`config.mk`:
```
export PLATFORM = sky130hd
export DESIGN_NAME = sample_gain
export DESIGN_NICKNAME = d
export VERILOG_FILES = /design/src/rtl/sample_gain.sv
export SDC_FILE = /design/constraint.sdc
export NUM_CORES = 1
export LEC_CHECK = 0
export CORE_MARGIN = 5
export CORE_UTILIZATION = 51
export CTS_CLUSTER_DIAMETER = 30
export DETAILED_ROUTE_END_ITERATION = 10
export GPL_ROUTABILITY_DRIVEN = 0
export PLACE_DENSITY = 0.71
export RECOVER_POWER = 100
export SETUP_SLACK_MARGIN = 0.4
export SYNTH_ARGS = -nofsm -noshare
export SYNTH_HDL_FRONTEND = slang
export SYNTH_SLANG_ARGS = --single-unit
```
`constraint.sdc`:
```
create_clock -name clk -period 4.7 [get_ports clk]
set_clock_uncertainty 0.05 [all_clocks]
set_input_delay 0.94 -clock clk [delete_from_list [all_inputs] [get_ports clk]]
set_output_delay 0.94 -clock clk [all_outputs]
set_load 0.01 [all_outputs]
```
`src/rtl/sample_gain.sv`:
```
// sample_gain: DAC sample-rate strobe plus gain-ramped scaling of the tone_gen sample.
// One sample is captured per strobe and multiplied serially, LSB first, by the current gain.
// The result is presented in offset-binary form with a one-cycle valid that starts the SPI transfer.
module sample_gain #(
  parameter int unsigned IN_BITS  = 18,
  parameter int unsigned OUT_BITS = 16,
  parameter int unsigned G_BITS   = 8,
  parameter int unsigned DIV      = 1042
) (
  input  logic                clk,
  input  logic                reset_n,
  input  logic [IN_BITS-1:0]  in,
  input  logic [G_BITS-1:0]   gain,
  output logic [OUT_BITS-1:0] out,
  output logic                out_valid
);

  localparam int unsigned AccBits = IN_BITS + G_BITS;
  localparam int unsigned CntBits = (DIV > 1) ? $clog2(DIV) : 1;
  localparam int unsigned IdxBits = $clog2(G_BITS + 1);

  typedef enum logic [1:0] {StIdle, StMul, StOut} state_e;

  state_e                     state_q;
  logic [CntBits-1:0]         div_cnt_q;
  logic [G_BITS-1:0]          gain_cur_q;
  logic [G_BITS-1:0]          mult_q;
  logic [IdxBits-1:0]         idx_q;
  logic signed [IN_BITS-1:0]  s_q;
  logic signed [AccBits-1:0]  acc_q;

  logic                       tick;
  logic [G_BITS-1:0]          gain_next;
  logic signed [IN_BITS-1:0]  s_in;
  logic signed [AccBits-1:0]  s_ext;
  logic signed [AccBits-1:0]  addend;
  logic [OUT_BITS-1:0]        out_next;

  // Strobe decode, gain ramp step, operand conditioning and output formatting.
  always_comb begin
    tick      = (div_cnt_q == CntBits'(DIV - 1));
    gain_next = gain_cur_q;
    if (gain > gain_cur_q) begin
      gain_next = gain_cur_q + G_BITS'(1);
    end else if (gain < gain_cur_q) begin
      gain_next = gain_cur_q - G_BITS'(1);
    end
    // Offset-binary to two's complement: flip the MSB.
    s_in   = {~in[IN_BITS-1], in[IN_BITS-2:0]};
    s_ext  = {{G_BITS{s_q[IN_BITS-1]}}, s_q};
    addend = s_ext <<< idx_q;
    // acc >>> G_BITS keeps the top IN_BITS bits of acc; the product is exact and fits AccBits,
    // so taking the top OUT_BITS bits directly is the floor-truncated result.
    out_next = {~acc_q[AccBits-1], acc_q[AccBits-2:AccBits-OUT_BITS]};
  end

  // Sample-rate prescaler: counts 0..DIV-1 and wraps.
  always_ff @(posedge clk or negedge reset_n) begin
    if (!reset_n) begin
      div_cnt_q <= '0;
    end else if (tick) begin
      div_cnt_q <= '0;
    end else begin
      div_cnt_q <= div_cnt_q + CntBits'(1);
    end
  end

  // Capture / serial shift-add multiply / output FSM with registered outputs.
  always_ff @(posedge clk or negedge reset_n) begin
    if (!reset_n) begin
      state_q    <= StIdle;
      gain_cur_q <= '0;
      mult_q     <= '0;
      idx_q      <= '0;
      s_q        <= '0;
      acc_q      <= '0;
      out        <= {1'b1, {(OUT_BITS-1){1'b0}}};
      out_valid  <= 1'b0;
    end else begin
      out_valid <= 1'b0;
      unique case (state_q)
        StIdle: begin
          if (tick) begin
            s_q        <= s_in;
            gain_cur_q <= gain_next;
            mult_q     <= gain_next;
            acc_q      <= '0;
            idx_q      <= '0;
            state_q    <= StMul;
          end
        end
        StMul: begin
          // mult_q is shifted down so bit 0 is always the current multiplier bit.
          if (mult_q[0]) begin
            acc_q <= acc_q + addend;
          end
          mult_q <= mult_q >> 1;
          idx_q  <= idx_q + IdxBits'(1);
          if (idx_q == IdxBits'(G_BITS - 1)) begin
            state_q <= StOut;
          end
        end
        StOut: begin
          out       <= out_next;
          out_valid <= 1'b1;
          state_q   <= StIdle;
        end
        default: state_q <= StIdle;
      endcase
    end
  end

endmodule

```
Yosys cells after proc, flatten, opt, wreduce, memory -nomap -nowiden
Index checks and enable logic that the tools add are counted.

storage, ports and cells
  register bits after elaboration = 94
  input port bits = 28
  output and inout bits = 17
  logic and storage cells = 46

cells by class
  add/sub/neg operators = 5
  shift-type cells = 1
  equal/unequal tests = 7
  order comparisons = 2
  bitwise operators = 2
  reduce and logical (&&, ||, !) cells = 6
  muxes and demuxes = 14

operators by type and width
  kind                                                  count
  2-to-1 mux 26 bit                                     2
  case mux 26 bit (2 select lines)                      1
  adder 26 bit                                          1
  <<< shifter 18 x 4 -> 26 bit                          1
  2-to-1 mux 8 bit                                      3
  case mux 8 bit (2 select lines)                       1
  adder 11 x 1 -> 11 bit (second input constant)        1
  equality test 11 bit (second input constant)          1
  2-to-1 mux 11 bit                                     1
  adder 8 x 1 -> 8 bit (second input constant)          1
  greater-than comparator 8 bit                         1
  less-than comparator 8 bit                            1
  case mux 4 bit (2 select lines)                       1
  subtractor 8 x 1 -> 8 bit (second input constant)     1
  != test 2 bit (second input constant)                 3
  AND reduction 2 bit                                   3
  adder 4 x 1 -> 4 bit (second input constant)          1
  equality test 4 x 3 -> 1 bit (second input constant)  1
  2-to-1 mux 2 bit                                      2
  2-to-1 mux 4 bit                                      1
  case mux 2 bit (2 select lines)                       1
  AND reduction 3 bit                                   1
  equality test 2 x 1 -> 1 bit (second input constant)  1
  equality test 2 bit (second input constant)           1
  4 further kinds                                       5

Longest topological paths before layout
Gate-level depths: netlist of the first run.

  word-level depth = 5
  gate-level depth with buffers = 18
  depth with buffers taken out = 15

Worst setup path before layout of the first run
No wires, ideal clock.

  path type = flip-flop to flip-flop
  from = reg idx_q[1]
  to = reg acc_q[22]
  clock period less this slack = 3.366 ns
  data arrival time = 3.196 ns
  required time = 4.530 ns
  library setup time = 0.120 ns
  slack = 1.334 ns
  path buffers = 3
  cell stages (with the launch flop) = 15
  cells stage by stage = dfrtp_1 > buf_2 > buf_2 > buf_2 > or2_2 > or3_1 > fa_1 > nor2b_4 > o31ai_2 > a21oi_4 > o21ai_2 > a2111oi_2 > a31oi_1 > xor2_1 > o21ai_2

on the way
  cells in the longest elaborated chain, start to end = 4

ends and longest elaborated chain
  item                              line  RTL
  from (decl)                       28    logic [IdxBits-1:0] idx_q;
  from (signal assigned)            98    idx_q <= idx_q + IdxBits'(1);
  <<< shifter 18 x 4 -> 26 bit      51    addend = s_ext <<< idx_q;
  adder 26 bit                      95    acc_q <= acc_q + addend;
  2-to-1 mux 26 bit                 94    if (mult_q[0]) begin
  case mux 26 bit (2 select lines)  81    unique case (state_q)
  to (signal assigned)              95
  to (decl)                         30    logic signed [AccBits-1:0] acc_q;

No other way between the ends. The select of a mux whose other input is x is not followed.
A chain may end at the register's enable or synchronous reset.

Final worst setup path of the first run
  from = reg idx_q[0]
  to = reg acc_q[25]

The elaborated chain is that of the path after synthesis.

==> results.json, run 1 <==
{
  "status": "finished with violations",
  "violations": "capacitance limit, slew limit",
  "path_clk_slew_ns": 0.06,
  "synth_cell_types": 72,
  "grt_first_pass_wirelength_um": 23700,
  "worst_slack_ns": 0.569,
  "final_cells": 893,
  "synth-seq-area-share_pct": 37.2,
  "rsz0062_at_grt": "false",
  "pin_count": 45,
  "max-slew-margin-rel_pct": -19.0,
  "synth.ff_latch_count": 94,
  "core-area_mm2": 0.0121,
  "tns_ns": 0,
  "cts_buffer_depth": 2,
  "syn_to_final_growth_pct": 11.6,
  "routed_via_density": 5.66,
  "htree_levels": 3,
  "start_kind": "flip-flop",
  "grt_overflow_total": 0,
  "die_h_um": 121,
  "p_per_area_mw_per_mm2": 222,
  "nets": 787,
  "r2r_setup_slack_ns": 0.57,
  "fin_crit_ns": 4.13,
  "drt_pass1_iterations": 4,
  "r2r_cells": 13,
  "drive_above_1_share_pct": 8.41,
  "initial_core_util_pct": 52.4,
  "cp_slowest_cell": "dfrtp_1",
  "post_drt_wl_per_cell_um": 15.4,
  "cts_made_buffers": 9,
  "drt_iter0_drc": 357,
  "critical_path_class": "flip-flop to flip-flop",
  "hold_viol": 0,
  "ir_drop_mv": 0.213,
  "worst_skew_pair.late_latency_ns": 0.35,
  "cp_cell_sequence": "mux4_2 -> mux2_2 -> nand2_1 -> o21ai_0 -> ha_1 -> a21oi_1 -> o21ai_1 -> a31o_1 -> a21o_1 -> a21o_1 -> a41oi_1 -> xnor2_1 -> o21ai_0",
  "synth_top_flop_cell": "dfrtp_1",
  "vias": 5055,
  "cts_root_buffer": "clkbuf_16",
  "drv_slew": 36,
  "synth_nets": 768,
  "drc": 0,
  "yosysTopAreaCell": "dfrtp_1",
  "yosys-top-cells-area": "dfrtp_1 37%, ha_1 7.5%, nand2_1 6.3%, xnor2_1 4.4%, a21oi_1 4.1%",
  "endpoint_kind": "flip-flop",
  "rows": 40,
  "grtUsageTotal_pct": 19.7,
  "fmax_mhz": 242,
  "slowest_delay_ns": 0.98,
  "cp_max_fo": 29,
  "crit_arrival_ns": 4.27,
  "placed_cells": 877,
  "die-area_mm2": 0.0147,
  "cts_tree": "built",
  "wl_um": 13800,
  "die_x_um": 121,
  "grt_max_degree": 61,
  "setup_viol": 0,
  "holdBufCountCts": 0,
  "hold_depth": 2,
  "timing.final.crit_share_pct": 87.9,
  "antenna_found_initial": 0,
  "grt_pass1_vias": 4944,
  "design_area_mm2": 0.00705,
  "io_buffer_count": 44,
  "syn_area_mm2": 0.00632,
  "place_ws_ns": 0.618,
  "antenna_left": 0,
  "yosys_warnings": 0,
  "cp.required_ns": 4.84,
  "synth_area_per_cell_um2": 9.02,
  "worst_slew_pin_slew_ns": 1.78,
  "hp-class": "flip-flop to flip-flop",
  "clock-sinks": 94,
  "diodes": 0,
  "netlist_instances": 701,
  "max-cap-violations": 1,
  "dpl.hpwl_um": 10100,
  "synth_top_area_share_pct": 36.8,
  "async_reset_ff_share_pct": 100,
  "leakage_nw": 3.13,
  "whs_ns": 0.429,
  "placed_area_mm2": 0.00682,
  "synth_edf_count": 0
}
==> metal layers <==
metal / global-route usage [%] / up-vias / share of wire, %
met5: 0 / - / 0
met4: 6.51 / 0 / 1.5
met3: 3.68 / 12 / 5.6
met2: 30.7 / 148 / 45
met1: 27.7 / 2395 / 48
li1: - / 2500 / -
==> cell usage in the layout, fill, tap and decap left out, types with 18 or more instances in the layout <==
| master | Yosys | final |
|---|---|---|
| inv_1 | 18 | 18 |
| a21oi_1 | 52 | 52 |
| xnor2_1 | 32 | 32 |
| o21ai_0 | 43 | 50 |
| dfrtp_1 | 93 | 93 |
| clkdlybuf4s50_1 | 0 | 25 |
| mux2_2 | 22 | 22 |
| nand3_1 | 28 | 28 |
| mux2i_1 | 19 | 19 |
| nand2_1 | 106 | 106 |
| ha_1 | 38 | 38 |
| nor2_1 | 50 | 50 |
| dlygate4sd3_1 | 0 | 18 |
==> registers in the layout, summed over array words and instances (netlist names) <==
signal and count:
acc_q 26, out_valid 1, idx_q 4, mult_q 8, s_q 18, div_cnt_q 11
out 16, gain_cur_q 8, state_q 2
==> final timing paths <==
| check | from | end |
|---|---|---|
| max in group asynchronous | reset_n | acc_q[24]$_DFFE_PN0P_ |
| min | out[15]$_DFFE_PN1P_ | out[15]$_DFFE_PN1P_ |
| min reg2reg | out[15]$_DFFE_PN1P_ | out[15]$_DFFE_PN1P_ |
| min in group asynchronous | reset_n | div_cnt_q[9]$_DFF_PN0_ |
| max reg2reg | idx_q[0]$_DFFE_PN0P_ | acc_q[25]$_DFFE_PN0P_ |
| max | idx_q[0]$_DFFE_PN0P_ | acc_q[25]$_DFFE_PN0P_ |
==> cells in the mapped netlist (18+ instances only) <==
cell,count
nor2_1,50
mux2i_1,19
inv_1,18
a21oi_1,52
dfrtp_1,93
xnor2_1,32
clkbuf_1,18
nand3_1,28
ha_1,38
o21ai_0,43
mux2_2,22
nand2_1,106
==> final cells by class <==
cell class                      instances  area (µm²)
Sequential cell                        94        2350
Clock buffer                           14         244
Inverter                               19        71.3
Tap cell                              168         210
Multi-Input combinational cell        548        3680
Fill cell                            1094        5010
Clock inverter                          2        35.0
Timing Repair Buffer                   48         457
==> through the flow <==
stage          power [W]  util, %
3_5_place_dp    0.000873     56.5
3_3_place_gp    0.000872     56.5
5_1_grt          0.00162     58.5
2_1_floorplan   0.000833        -
6_report         0.00157     58.5
4_1_cts          0.00158     58.8
==> worst max-delay path, delay by kind of cell (launching register included) <==
kind                     cells  cell delay (ns)
AO/OA/AOI/OAI                8             1.32
flip-flops                   1             0.98
multiplexers                 2             0.93
adder cells (fa/ha/maj)      1             0.48
XOR/XNOR                     1             0.15
AND/OR/NAND/NOR              1             0.07
==> power by group <==
part	switching [W]	total (W)	internal (W)
sequential	0.0000000479	0.000809	0.000809
combinational	0.0000231	0.0000467	0.0000236
clock	0.000297	0.000710	0.000413
==> timing repair <==
action	CTS	global route
resized for setup	0	1
hold endpoints to repair	0	0
setup buffers	0	0
endpoints found under the setup margin	0	6
==> cells by family after synthesis <==
logic type      after synthesis  share of synthesized area [%]
compound gates              170                           17.3
xor+xnor                     47                           6.51
fa+ha+maj                    39                           7.84
buf+inv                      59                           4.02
flops                        94                           37.2
mux                          48                           9.07
simple gates                244                           18.0
Power figures use the tool's default switching activity.
==> run 2, diff against run 1 <==
--- a/config.mk
+++ b/config.mk
@@ -7,10 +7,11 @@
 export LEC_CHECK = 0
 export CORE_MARGIN = 5
 export CORE_UTILIZATION = 51
+export CTS_BUF_LIST = sky130_fd_sc_hd__clkbuf_8
 export CTS_CLUSTER_DIAMETER = 30
 export DETAILED_ROUTE_END_ITERATION = 10
-export GPL_ROUTABILITY_DRIVEN = 0
-export PLACE_DENSITY = 0.71
+export DONT_BUFFER_PORTS = 1
+export PLACE_DENSITY = 0.66
 export RECOVER_POWER = 100
 export SETUP_SLACK_MARGIN = 0.4
 export SYNTH_ARGS = -nofsm -noshare
==> run 2 against run 1 <==
Net effect: the run now ends clean; critical path depth stayed put; die area did not move; largest cell class unchanged; first-iteration DRC count down 17%; sequential cell count is the same; hold slack worse by 0.24 ns.
==> results.json, run 2 (synthesized netlist as in run 1, its figures left out) <==
{
  "drv_slew": 0,
  "cts_made_buffers": 9,
  "worst_r2r_startpoint": "idx_q[0]$_DFFE_PN0P_",
  "rsz0062_at_grt": "false",
  "path_clk_slew_ns": 0.09,
  "antenna_found_initial": 0,
  "max-slew-margin-rel_pct": 25.0,
  "wl_um": 13400,
  "grt_pass1_vias": 4703,
  "cp_num_cells": 13,
  "initial_core_util_pct": 52.4,
  "cts_setup_buffers": 0,
  "cp.required_ns": 4.93,
  "drt_pass1_iterations": 4,
  "hold_viol": 0,
  "leakage_nw": 2.86,
  "worst_skew_pair.late_latency_ns": 0.38,
  "fmax_mhz": 246,
  "io_buffer_count": 0,
  "cp_cell_sequence": "buf_4 -> mux4_2 -> and2_0 -> a31o_2 -> nor2_1 -> a21oi_1 -> ha_1 -> nand2_1 -> o21a_1 -> a32oi_1 -> a41oi_1 -> xor2_1 -> o21ai_0",
  "max-cap-violations": 0,
  "post_drt_wl_per_cell_um": 15.8,
  "cpLargestDelayFamily": "compound AO/OA/AOI/OAI gates",
  "drt_iter0_drc": 295,
  "syn_to_final_growth_pct": 3.31,
  "rows": 40,
  "dpl.hpwl_um": 9880,
  "grt_overflow_total": 0,
  "fin_crit_ns": 4.07,
  "crit_arrival_ns": 4.31,
  "diodes": 0,
  "nets": 744,
  "vias": 4806,
  "final_common_cell": "nand2_1",
  "path_buf_inv": 1,
  "cp_slowest_cell": "dfrtp_1",
  "top_register": "acc_q",
  "grt_max_degree": 95,
  "die_x_um": 121,
  "p_per_area_mw_per_mm2": 216,
  "clock-sinks": 94,
  "critPathLaunch": "idx_q[0]$_DFFE_PN0P_",
  "ir_drop_mv": 0.204,
  "timing.final.crit_share_pct": 86.6,
  "grt_first_pass_wirelength_um": 22800,
  "cp_max_fo": 17,
  "holdBufCountCts": 0,
  "endpoint_kind": "flip-flop",
  "slowest_delay_ns": 0.73,
  "tns_ns": 0,
  "largest_register_ffs": 26,
  "start_kind": "flip-flop",
  "pin_count": 45,
  "critPathCapture": "acc_q[24]$_DFFE_PN0P_",
  "critical_path_class": "flip-flop to flip-flop",
  "die-area_mm2": 0.0147,
  "status": "completed",
  "r2r_setup_slack_ns": 0.63,
  "reg_top3": "acc_q (26), s_q (18), out (16)",
  "setup_viol": 0,
  "cts_buffer_depth": 2,
  "die_h_um": 121,
  "antenna_left": 0,
  "n_fill_cell": 1111,
  "routed_via_density": 5.65,
  "drive_above_1_share_pct": 8.80,
  "cts_root_buffer": "clkbuf_8",
  "htree_levels": 3,
  "total_power_w": 0.00141,
  "worst_slew_pin_slew_ns": 1.13,
  "place.gp.congestion": 0.876,
  "cts_tree": "built",
  "r2r_cells": 13,
  "grtUsageTotal_pct": 19.1,
  "core-area_mm2": 0.0121,
  "cts_resized": 0,
  "drc": 0,
  "hp-class": "input port to asynchronous set/reset pin",
  "final_cell_mix": "106 x nand2_1, 92 x dfrtp_1, 53 x a21oi_1, 53 x o21ai_0, 50 x nor2_1",
  "reg2reg_to": "acc_q[24]$_DFFE_PN0P_"
}
-- run 2: per-layer routing --
metal / GRT usage (%) / share of wire, % / wire length (µm)
met3: 5.13 / 4.7 / 630
met4: 5.18 / 1.6 / 209
met2: 28.9 / 44 / 5860
met1: 27.1 / 50 / 6700
met5: 0 / 0 / 0
-- run 2: cell type report --
type                            instances  area (µm²)  area share [%]
Multi-Input combinational cell        548        3650            55.9
Timing Repair Buffer                    5        30.0           0.460
Sequential cell                        94        2350            36.1
Clock inverter                          7        90.1            1.38
Inverter                               19        71.3            1.09
Clock buffer                            9         124            1.90
Tap cell                              168         210            3.22
-- run 2: power by group --
| group | switching, W | internal [W] |
|---|---|---|
| clock | 0.000293 | 0.000297 |
| sequential | 0.0000000419 | 0.000808 |
| combinational | 0.00000507 | 0.00000445 |
-- run 2: stage by stage --
stage	cell area (µm²)	instances	setup WS (ns)	utilization (%)	hold slack [ns]
after floorplan	6320	701	1.33	-	0.386
after global placement	6380	834	0.854	52.9	0.420
after detailed placement	6380	834	0.792	52.9	0.413
after CTS	6600	850	0.777	54.7	0.174
after global routing	6530	850	0.358	54.1	0.156
final	6530	850	0.628	54.1	0.193
-- run 2: worst min path at each step --
stage | startpoint | end | slack [ns]
final | reset_n | div_cnt_q[8]$_DFF_PN0_ | 0.19
after global routing | reset_n | div_cnt_q[3]$_DFF_PN0_ | 0.16
after CTS | reset_n | div_cnt_q[5]$_DFF_PN0_ | 0.17
after detailed placement | acc_q[25]$_DFFE_PN0P_ | out[15]$_DFFE_PN1P_ | 0.41
after global placement | acc_q[3]$_DFFE_PN0P_ | acc_q[3]$_DFFE_PN0P_ | 0.42
after floorplan | acc_q[25]$_DFFE_PN0P_ | out[15]$_DFFE_PN1P_ | 0.39
==> run 3, diff against run 2 <==
--- a/config.mk
+++ b/config.mk
@@ -5,6 +5,7 @@
 export SDC_FILE = /design/constraint.sdc
 export NUM_CORES = 1
 export LEC_CHECK = 0
+export CORE_ASPECT_RATIO = 2
 export CORE_MARGIN = 5
 export CORE_UTILIZATION = 51
 export CTS_BUF_LIST = sky130_fd_sc_hd__clkbuf_8
==> run 3 against run 2 <==
Net effect: the flow now finishes with violations (capacitance limit, slew limit); first-iteration DRC count down 26%; global-route usage up 3.8 points; via count increased by 3.2%; sequential power barely moved; clock power is 13% lower; fmax barely moved; hold slack improved by 0.010 ns; cell area down 0.59%; sequential cell count is the same; die area increased by 0.91%; count of clock-buffer cells in the layout is 2 higher.
==> results.json, run 3 (synthesized netlist as in run 1, its figures left out) <==
{
  "status": "finished with violations",
  "violations": "capacitance limit, slew limit",
  "cp_max_fo": 19,
  "drive_above_1_share_pct": 9.21,
  "rsz0062_at_grt": "false",
  "cts_tree": "built",
  "syn_to_final_growth_pct": 2.69,
  "antenna_found_initial": 0,
  "worst_skew_pair.late_latency_ns": 0.37,
  "top_register": "acc_q",
  "drc": 0,
  "wl_um": 16000,
  "htree_levels": 3,
  "multiInputGateArea_mm2": 0.00364,
  "critical_path_class": "flip-flop to flip-flop",
  "leakage_nw": 2.86,
  "drt_iter0_drc": 217,
  "grt_first_pass_wirelength_um": 26500,
  "hp-class": "input port to asynchronous set/reset pin",
  "die-area_mm2": 0.0149,
  "cts_root_buffer": "clkbuf_8",
  "hold_viol": 0,
  "fmax_mhz": 245,
  "setup_viol": 0,
  "initial_core_util_pct": 52.1,
  "final_common_cell": "nand2_1",
  "vias": 4961,
  "crit_arrival_ns": 4.26,
  "pin_count": 45,
  "clock-sinks": 94,
  "routed_via_density": 5.97,
  "fin_crit_ns": 4.07,
  "placed_cells": 816,
  "grt_max_degree": 95,
  "drv_slew": 49,
  "cts_setup_buffers": 0,
  "holdBufCountCts": 0,
  "start_kind": "flip-flop",
  "max-slew-margin-rel_pct": -39.1,
  "grt_overflow_total": 0,
  "post_drt_wl_per_cell_um": 19.2,
  "final_cells": 831,
  "nets": 747,
  "cts_made_buffers": 9,
  "n_fill_cell": 1183,
  "final_cell_mix": "106 x nand2_1, 92 x dfrtp_1, 54 x a21oi_1",
  "place.gp.congestion": 0.947,
  "ir_drop_mv": 0.180,
  "grtUsageTotal_pct": 22.9,
  "die_h_um": 167,
  "path_clk_slew_ns": 0.10,
  "timing.final.crit_share_pct": 86.7,
  "cts_buffer_depth": 2,
  "max-cap-violations": 1,
  "tns_ns": 0,
  "io_buffer_count": 0,
  "die_x_um": 88.7,
  "antenna_left": 0,
  "register_area_mm2": 0.00235,
  "core-area_mm2": 0.0121,
  "rows": 57,
  "p_per_area_mw_per_mm2": 205,
  "worst_slew_pin_slew_ns": 2.09,
  "largest_register_ffs": 26,
  "cp.required_ns": 4.89,
  "reg_top3": "acc_q (26), s_q (18), out (16)",
  "drt_pass1_iterations": 4,
  "endpoint_kind": "flip-flop",
  "grt_pass1_vias": 5279,
  "diodes": 0,
  "dpl.hpwl_um": 12500
}
run 3: changes by cell type in the layout (fill, tap and decap cells not counted), sizes merged:
cell	before	now
clkbuf	11	13
inv	19	18
bufinv	2	0
clkinvlp	1	2
buf	3	6
clkinv	4	3
run 3: critical path, stage by stage (launching register included):
cell and delay [ns]:
dfrtp_1 0.52, buf_4 0.31, mux2_1 0.38, nor2_1 0.10
a21oi_1 0.06, mux2_2 0.32, nor2_1 0.16, a21oi_1 0.07
ha_1 0.33, and3_2 0.23, nand2_1 0.06, a211oi_1 0.28
o211ai_1 0.16, nor2b_1 0.25, o32ai_1 0.42, xnor2_1 0.17
o21ai_1 0.07
run 3: timing repair:
action	CTS	global route
gates resized for setup	0	1
endpoints found under the hold margin	0	0
endpoints found under the setup margin	0	5
run 3: path summary, 6_finish.rpt:
kind,endpoint,slack (ns),depth (start not counted),start
min reg2reg,out[15]$_DFFE_PN1P_,0.44,1,acc_q[25]$_DFFE_PN0P_
min in group clk,out[15]$_DFFE_PN1P_,0.44,1,acc_q[25]$_DFFE_PN0P_
max reg2reg,acc_q[23]$_DFFE_PN0P_,0.63,16,idx_q[1]$_DFFE_PN0P_
max,acc_q[23]$_DFFE_PN0P_,0.63,16,idx_q[1]$_DFFE_PN0P_
max in group asynchronous,out[15]$_DFFE_PN1P_,4.21,0,reset_n
min,out[12]$_DFFE_PN0P_,0.20,0,reset_n
run 3: area by class of cell:
| cell class | instances | area share, % |
|---|---|---|
| Multi-Input combinational cell | 548 | 56.1 |
| Timing Repair Buffer | 8 | 0.810 |
| Inverter | 19 | 1.10 |
| Clock buffer | 11 | 2.33 |
| Tap cell | 147 | 2.83 |
| Clock inverter | 4 | 0.501 |
| Sequential cell | 94 | 36.3 |
run 3: routing by layer:
| layer | vias up | track usage (%) | share of wire [%] |
|---|---|---|---|
| met4 | 0 | 12.8 | 5.5 |
| li1 | 2407 | - | - |
| met1 | 2407 | 23.5 | 35 |
| met5 | - | 0 | 0 |
| met2 | 100 | 42.6 | 57 |
| met3 | 47 | 2.95 | 2.6 |
run 3: per-stage QoR:
step | hold WS (ns) | util [%] | area, µm² | worst slack [ns] | power, W
2_1_floorplan | 0.386 | - | 6320 | 1.33 | 0.000833
3_3_place_gp | 0.411 | 52.6 | 6380 | 0.591 | 0.000833
3_5_place_dp | 0.425 | 52.6 | 6380 | 0.599 | 0.000834
4_1_cts | 0.189 | 54.1 | 6570 | 0.581 | 0.00135
5_1_grt | 0.176 | 53.5 | 6490 | 0.297 | 0.00138
6_report | 0.203 | 53.5 | 6490 | 0.626 | 0.00133
run 3: power breakdown:
| part | internal, W | switching, W |
|---|---|---|
| clock | 0.000220 | 0.000293 |
| combinational | 0.00000449 | 0.00000514 |
| sequential | 0.000808 | 0.0000000532 |
